File: src/rtl/io_tx_sequencer_if.sv
// Bus bundle for io_tx_sequencer: block request, result-memory read port, host transmit port, status.
// Handshake: tx_valid rises together with tx_data and both hold until a clock edge where tx_ack=1,
// which transfers the word; tx_ack while tx_valid=0 has no effect.
interface io_tx_sequencer_if #(
    parameter int DATA_W = 32,
    parameter int ADDR_W = 16,
    parameter int CNT_W  = 32
);
    logic              start;
    logic [CNT_W-1:0]  count;
    logic [ADDR_W-1:0] base_addr;
    logic              mem_rd;
    logic [ADDR_W-1:0] mem_addr;
    logic [DATA_W-1:0] mem_data;
    logic [DATA_W-1:0] tx_data;
    logic              tx_valid;
    logic              tx_ack;
    logic              busy;
    logic              done;
    logic [CNT_W-1:0]  sent;

    modport master (
        input  start, count, base_addr, mem_data, tx_ack,
        output mem_rd, mem_addr, tx_data, tx_valid, busy, done, sent
    );

    modport slave (
        output start, count, base_addr, mem_data, tx_ack,
        input  mem_rd, mem_addr, tx_data, tx_valid, busy, done, sent
    );
endinterface

File: src/rtl/io_tx_sequencer.sv
// io_tx_sequencer: fetches a block of result-memory words and streams them to the host over valid/ack.
// Optional: define IO_TX_CHECKSUM_EN to append a modulo-2^DATA_W checksum word after the data words.
module io_tx_sequencer #(
    parameter int DATA_W = 32,
    parameter int ADDR_W = 16,
    parameter int CNT_W  = 32
) (
    input  logic              clk,
    input  logic              rst,
    io_tx_sequencer_if.master bus,
    output logic [2:0]        fsm_state
);
    typedef enum logic [2:0] {
        S_IDLE  = 3'd0,
        S_FETCH = 3'd1,
        S_WAIT  = 3'd2,
        S_SEND  = 3'd3,
        S_DONE  = 3'd4
`ifdef IO_TX_CHECKSUM_EN
        , S_CSUM = 3'd5
`endif
    } state_t;

    // State entered once the data words are exhausted (or count was zero).
`ifdef IO_TX_CHECKSUM_EN
    localparam state_t S_TAIL = S_CSUM;
`else
    localparam state_t S_TAIL = S_DONE;
`endif

    state_t            state;
    state_t            state_next;
    logic [CNT_W-1:0]  cnt_r;
    logic [ADDR_W-1:0] addr_r;
    logic [ADDR_W-1:0] addr_inc;
    logic [CNT_W-1:0]  sent_inc;
    logic              last_word;
    logic              accept;
    logic              ack;
`ifdef IO_TX_CHECKSUM_EN
    logic [DATA_W-1:0] csum_r;
`endif

    assign addr_inc  = addr_r + ADDR_W'(1);
    assign sent_inc  = bus.sent + CNT_W'(1);
    assign last_word = (sent_inc == cnt_r);
    assign accept    = (state == S_IDLE) && bus.start;
    assign ack       = (state == S_SEND) && bus.tx_ack;
    assign fsm_state = state;

    always_comb begin
        state_next = state;
        case (state)
            S_IDLE: begin
                if (bus.start) begin
                    state_next = (bus.count == '0) ? S_TAIL : S_FETCH;
                end
            end
            S_FETCH: state_next = S_WAIT;
            S_WAIT:  state_next = S_SEND;
            S_SEND: begin
                if (bus.tx_ack) begin
                    state_next = last_word ? S_TAIL : S_FETCH;
                end
            end
`ifdef IO_TX_CHECKSUM_EN
            S_CSUM: begin
                if (bus.tx_ack) begin
                    state_next = S_DONE;
                end
            end
`endif
            S_DONE:  state_next = S_IDLE;
            default: state_next = S_IDLE;
        endcase
    end

    always_ff @(posedge clk) begin
        if (rst) begin
            state        <= S_IDLE;
            cnt_r        <= '0;
            addr_r       <= '0;
            bus.mem_rd   <= 1'b0;
            bus.mem_addr <= '0;
            bus.tx_data  <= '0;
            bus.tx_valid <= 1'b0;
            bus.busy     <= 1'b0;
            bus.done     <= 1'b0;
            bus.sent     <= '0;
`ifdef IO_TX_CHECKSUM_EN
            csum_r       <= '0;
`endif
        end else begin
            state      <= state_next;
            // The read strobe is high exactly for the FETCH cycle; done lags DONE by one edge,
            // so it rises on the same edge that drops busy.
            bus.mem_rd <= (state_next == S_FETCH);
            bus.done   <= (state == S_DONE);

            if (accept) begin
                cnt_r        <= bus.count;
                addr_r       <= bus.base_addr;
                bus.mem_addr <= bus.base_addr;
                bus.sent     <= '0;
                bus.busy     <= 1'b1;
`ifdef IO_TX_CHECKSUM_EN
                csum_r       <= '0;
                if (bus.count == '0) begin
                    bus.tx_data  <= '0;
                    bus.tx_valid <= 1'b1;
                end
`endif
            end

            if (state == S_WAIT) begin
                bus.tx_data  <= bus.mem_data;
                bus.tx_valid <= 1'b1;
            end

            if (ack) begin
                bus.tx_valid <= 1'b0;
                bus.sent     <= sent_inc;
                addr_r       <= addr_inc;
                bus.mem_addr <= addr_inc;
`ifdef IO_TX_CHECKSUM_EN
                csum_r       <= csum_r + bus.tx_data;
                if (last_word) begin
                    bus.tx_data  <= csum_r + bus.tx_data;
                    bus.tx_valid <= 1'b1;
                end
`endif
            end

`ifdef IO_TX_CHECKSUM_EN
            if ((state == S_CSUM) && bus.tx_ack) begin
                bus.tx_valid <= 1'b0;
            end
`endif

            if (state == S_DONE) begin
                bus.busy <= 1'b0;
            end
        end
    end
endmodule

File: src/flat_wrapper.sv
// flat-port wrapper written by rule: the top's interface ports become plain ports
module io_tx_sequencer_flat 
#(
    parameter int DATA_W = 32,
    parameter int ADDR_W = 16,
    parameter int CNT_W  = 32
)
  (clk, rst, fsm_state, bus_start, bus_count, bus_base_addr, bus_mem_data, bus_tx_ack, bus_mem_rd, bus_mem_addr, bus_tx_data, bus_tx_valid, bus_busy, bus_done, bus_sent);
  io_tx_sequencer_if #(.DATA_W(DATA_W), .ADDR_W(ADDR_W), .CNT_W(CNT_W)) bus_i ();
  input  logic clk;
  input  logic rst;
  output logic [2:0] fsm_state;
  input wire logic [$bits(bus_i.start)-1:0] bus_start;
  input wire logic [$bits(bus_i.count)-1:0] bus_count;
  input wire logic [$bits(bus_i.base_addr)-1:0] bus_base_addr;
  input wire logic [$bits(bus_i.mem_data)-1:0] bus_mem_data;
  input wire logic [$bits(bus_i.tx_ack)-1:0] bus_tx_ack;
  output wire logic [$bits(bus_i.mem_rd)-1:0] bus_mem_rd;
  output wire logic [$bits(bus_i.mem_addr)-1:0] bus_mem_addr;
  output wire logic [$bits(bus_i.tx_data)-1:0] bus_tx_data;
  output wire logic [$bits(bus_i.tx_valid)-1:0] bus_tx_valid;
  output wire logic [$bits(bus_i.busy)-1:0] bus_busy;
  output wire logic [$bits(bus_i.done)-1:0] bus_done;
  output wire logic [$bits(bus_i.sent)-1:0] bus_sent;
  assign bus_i.start = bus_start;
  assign bus_i.count = bus_count;
  assign bus_i.base_addr = bus_base_addr;
  assign bus_i.mem_data = bus_mem_data;
  assign bus_i.tx_ack = bus_tx_ack;
  assign bus_mem_rd = bus_i.mem_rd;
  assign bus_mem_addr = bus_i.mem_addr;
  assign bus_tx_data = bus_i.tx_data;
  assign bus_tx_valid = bus_i.tx_valid;
  assign bus_busy = bus_i.busy;
  assign bus_done = bus_i.done;
  assign bus_sent = bus_i.sent;
  io_tx_sequencer #(.DATA_W(DATA_W), .ADDR_W(ADDR_W), .CNT_W(CNT_W)) u_core (.clk(clk), .rst(rst), .bus(bus_i), .fsm_state(fsm_state));
endmodule
File: config.mk
export PLATFORM = sky130hd
export DESIGN_NAME = io_tx_sequencer_flat
export DESIGN_NICKNAME = d
export VERILOG_FILES = /design/src/rtl/io_tx_sequencer_if.sv /design/src/rtl/io_tx_sequencer.sv /design/src/flat_wrapper.sv
export SDC_FILE = /design/constraint.sdc
export NUM_CORES = 1
export LEC_CHECK = 0
export ABC_AREA = 1
export CORE_MARGIN = 3
export CORE_UTILIZATION = 44
export CTS_CLUSTER_DIAMETER = 80
export DETAILED_ROUTE_END_ITERATION = 6
export MAX_ROUTING_LAYER = met4
export PLACE_DENSITY = 0.87
export SKIP_CTS_REPAIR_TIMING = 1
export SLEW_MARGIN = 20
export SYNTH_ARGS = -nofsm -noshare
export SYNTH_HDL_FRONTEND = slang
export SYNTH_SLANG_ARGS = --single-unit
File: constraint.sdc
create_clock -name clk -period 2.07 [get_ports clk]
set_clock_uncertainty 0.2 [all_clocks]
set_input_delay 0.207 -clock clk [delete_from_list [all_inputs] [get_ports clk]]
set_output_delay 0.207 -clock clk [all_outputs]
set_load 0.01 [all_outputs]
==> impl_results.md <==
- Final-layout fill cell count: 1019
- Gr ovfl total: 0
- Area Overhead vs Synth: 61.65%
- Syn Area/Cell: 6.522 sq um
- Die Y: roughly 120 um
- R2r worst-path depth: 15
- Critical hold path startpoint: bus_mem_data[0]
- Design area: around 10000 sq um
- Setup CP Type: flop to flop
- Failing checks: negative setup slack
- DRC violations left: 0
- Worst Setup Start Kind: flop
- First-pass GRT wire length: 34360 um
- # diodes: 0
- Final period utilization: 116.7%
- Core box area: 13450 sq um
- CTS Buffer Depth: 2
- Initial core utilization: 45.53%
- Average wire per standard cell: 15.88 um
- Slew at the pin with the worst max-slew slack: 0.4056 ns
- Total GRT Usage: 29.82%
- Max-Cap Viols: 0
- Sw power: 1.980 mW
- R2r endpoint: u_core.bus.mem_rd
- H-tree depth: 4
- Nets: 1325
- Routed vias: 7521
- Largest cells by area after synthesis: dfxtp_1 (39%), nand2_1 (15%), nor2_1 (9.2%), o21ai_0 (6.5%), a21oi_1 (6.2%)
- Internal: 4.924 mW
- Synth unique cells: 39
- Sequential Area: 2406 sq um
- Clock Latency Late Sink: 0.43 ns
- Crit end category: flop
- Top cell type by total area after synthesis: dfxtp_1
- # IOs: 171
- CP arrival: 2.53 ns
- Clock root cell: clkbuf_16
- TritonRoute pass-1 iters: 5
- HPWL after detailed placement: 16130 um
- DP Area: 9042 sq um
- Final wirelength: approximately 23000 um
- R2R Setup Slk: -0.35 ns
- PortBufs: 170
- Status: finished, violations left
- FF+latch count, synth: 119
- Clock power frac: 43.0%
- Clock Sinks: 119
- Setup ws final: -0.3458 ns
- Largest net degree at the start of global routing: 47
- Hold Vio Cnt, Final: 0
- Final setup viols: 6
- Worst vdd ir: 677.2 uV
- Unrepaired setup endpoints after global routing: yes
- Critical path fanouts, max: 6
- Hold Crit Depth: 3
- DR vias/cell: 5.267
- Seq/Total Area, Yosys: 38.90%
- Slew headroom: roughly 73%
- CP Data Required Time: 2.18 ns
- Initial DRC count: 643
- Share of the synthesized area in the top cell type: 38.90%
- Multi-input gate area: 3476 sq um
- Logic pwr share: 19.0%
- Initial antenna violation count: 0
- DIE AREA: 15370 sq um
- Reg-to-Reg Start: u_core.bus.sent[0]
- Layout cell share with drive strength beyond 1: between 20% and 30%
- Max Slew Vio Count: 0
- Cts bufs inserted: 17
- Yosys warns: 0
- Routed Antenna Nets: 0
- Worst Hold End: u_core.bus.tx_data[0]
- Flop pwr share: 37.9%
- TritonCTS clock tree: yes
- PwrDens: 697.4 nW/um^2
- Cells after Synth: 939
- Die W: 124.0 um
- Leak pwr: between 4 and 5 nW
- GP Congestion: around 0.95
- Vias in the first global route: 7173
- Worst Hold Class: input pin to flop
- FP Rows: 42
- Crit. Startpoint: u_core.bus.sent[0]
- Min Tclk post-route: roughly 2.4 ns
- Clock transition at the registers of the reported paths: 0.06 ns
- Final Power: between 6 and 7 mW
- Net count after synthesis: 1025
- Sw Ratio: 28.68%
- TNS Setup: -1.147 ns
- Achievable Freq: 413.9 MHz
- Cell Area, Synth: between 6000 and 7000 sq um
power groups by stage:
stage	logic [mW]	registers [mW]	clock network (mW)
after floorplan	0.541	2.69	0
after global placement	1.24	2.65	0
after detailed placement	1.26	2.66	0
after CTS	1.28	2.61	2.98
after global routing	1.43	2.64	3.08
final	1.31	2.62	2.97
cell families (layout without fill, tap and decap cells):
| group | count (synthesis) | in the layout | synth area share, % |
|---|---|---|---|
| flops | 119 | 119 | 38.90 |
| simple gates | 505 | 506 | 35.20 |
| buf+inv | 123 | 435 | 7.538 |
| xor+xnor | 18 | 18 | 3.248 |
| fa+ha+maj | 2 | 2 | 0.4085 |
| compound gates | 172 | 172 | 14.71 |
how the worst max path moves through the flow:
stage	endpoint	slack [ns]
2_1_floorplan	u_core.bus.mem_rd	-0.02
3_3_place_gp	u_core.bus.mem_rd	-0.29
3_5_place_dp	u_core.bus.mem_rd	-0.33
4_1_cts	u_core.bus.mem_rd	-0.35
5_1_grt	u_core.bus.mem_rd	-0.51
6_report	u_core.bus.mem_rd	-0.35
placed cells by master (no fill, tap or decap), drive strengths merged, types with 3 or more instances in the layout:
master,count
xor2,8
xnor2,7
xnor3,3
nor3,5
nor2,160
o21ai,82
nand3b,4
clkinv,8
nand3,67
dfxtp,119
nor4,9
buf,147
clkdlybuf4s50,170
nand2,247
clkbuf,18
clkinvlp,3
a21oi,76
inv,87
nand4,10
final cells by class:
class,instances,area share [%]
clock buffers,18,4.436
well taps,176,2.224
clock inverters,14,1.516
flip-flops and latches,119,24.30
multi-input cells,698,35.11
inverters,86,3.260
repair buffers,317,29.15
cell usage after synthesis:
library cell / count
dfxtp_1: 119
xor2_1: 8
o221ai_1: 2
a211oi_1: 2
nand2_4: 1
inv_2: 1
o221a_2: 1
nand2_1: 239
a21o_1: 1
nor3b_1: 1
a311oi_1: 1
nand3b_1: 4
xnor3_1: 3
o211ai_1: 2
nand4_1: 10
nor2_8: 1
o21a_1: 1
inv_1: 83
a221oi_1: 1
nand2_2: 7
o22ai_1: 1
clkbuf_1: 35
nor2_1: 150
o21ai_0: 79
xnor2_1: 7
a31oi_1: 2
o21ai_1: 3
nor3_1: 5
or2_2: 1
nand3_2: 1
ha_1: 2
clkinv_1: 2
and2_1: 2
nor2_4: 6
nor2_2: 2
a21oi_1: 76
buf_1: 2
nand3_1: 66
nor4_1: 9
layer usage:
metal | share of wire, % | global-route usage [%] | vias up
met5 | 0 | - | -
met4 | 3.2 | 11.70 | 0
met3 | 8.4 | 8.538 | 59
met2 | 48 | 48.43 | 361
met1 | 40 | 35.00 | 3457
li1 | - | - | 3644
registers in the layout (all words and copies together), names as in the netlist:
| name | count |
|---|---|
| u_core.bus.sent | 32 |
| u_core.bus.busy | 1 |
| u_core.bus.tx_valid | 1 |
| u_core.bus.mem_addr | 16 |
| u_core.bus.mem_rd | 1 |
| u_core.cnt_r | 32 |
| u_core.bus.done | 1 |
| u_core.bus.tx_data | 32 |
| u_core.fsm_state | 3 |
metrics by stage:
stage	setup WS, ns	instances	hold WS, ns	util, %
finish	-0.3458	1428	0.1942	73.60
detailed placement	-0.3289	1383	0.2605	67.22
CTS	-0.3514	1415	0.1872	71.60
global placement	-0.2926	1383	0.2544	67.22
global route	-0.5071	1428	0.2117	73.60
floorplan	-0.02462	939	0.1418	-
worst max-delay path, stage by stage (launching register included):
cell,delay [ns]
dfxtp_4,0.37
ha_4,0.16
nand2_4,0.05
nor2_4,0.19
nand2_1,0.13
nor2_4,0.17
nand4_1,0.23
xor2_1,0.21
nand2_1,0.07
nand3_1,0.11
nor2_2,0.15
nand2_1,0.06
nand2_1,0.07
nand2_1,0.05
nand2_1,0.05
nor2_1,0.04
(Power assumes the default switching activity.)
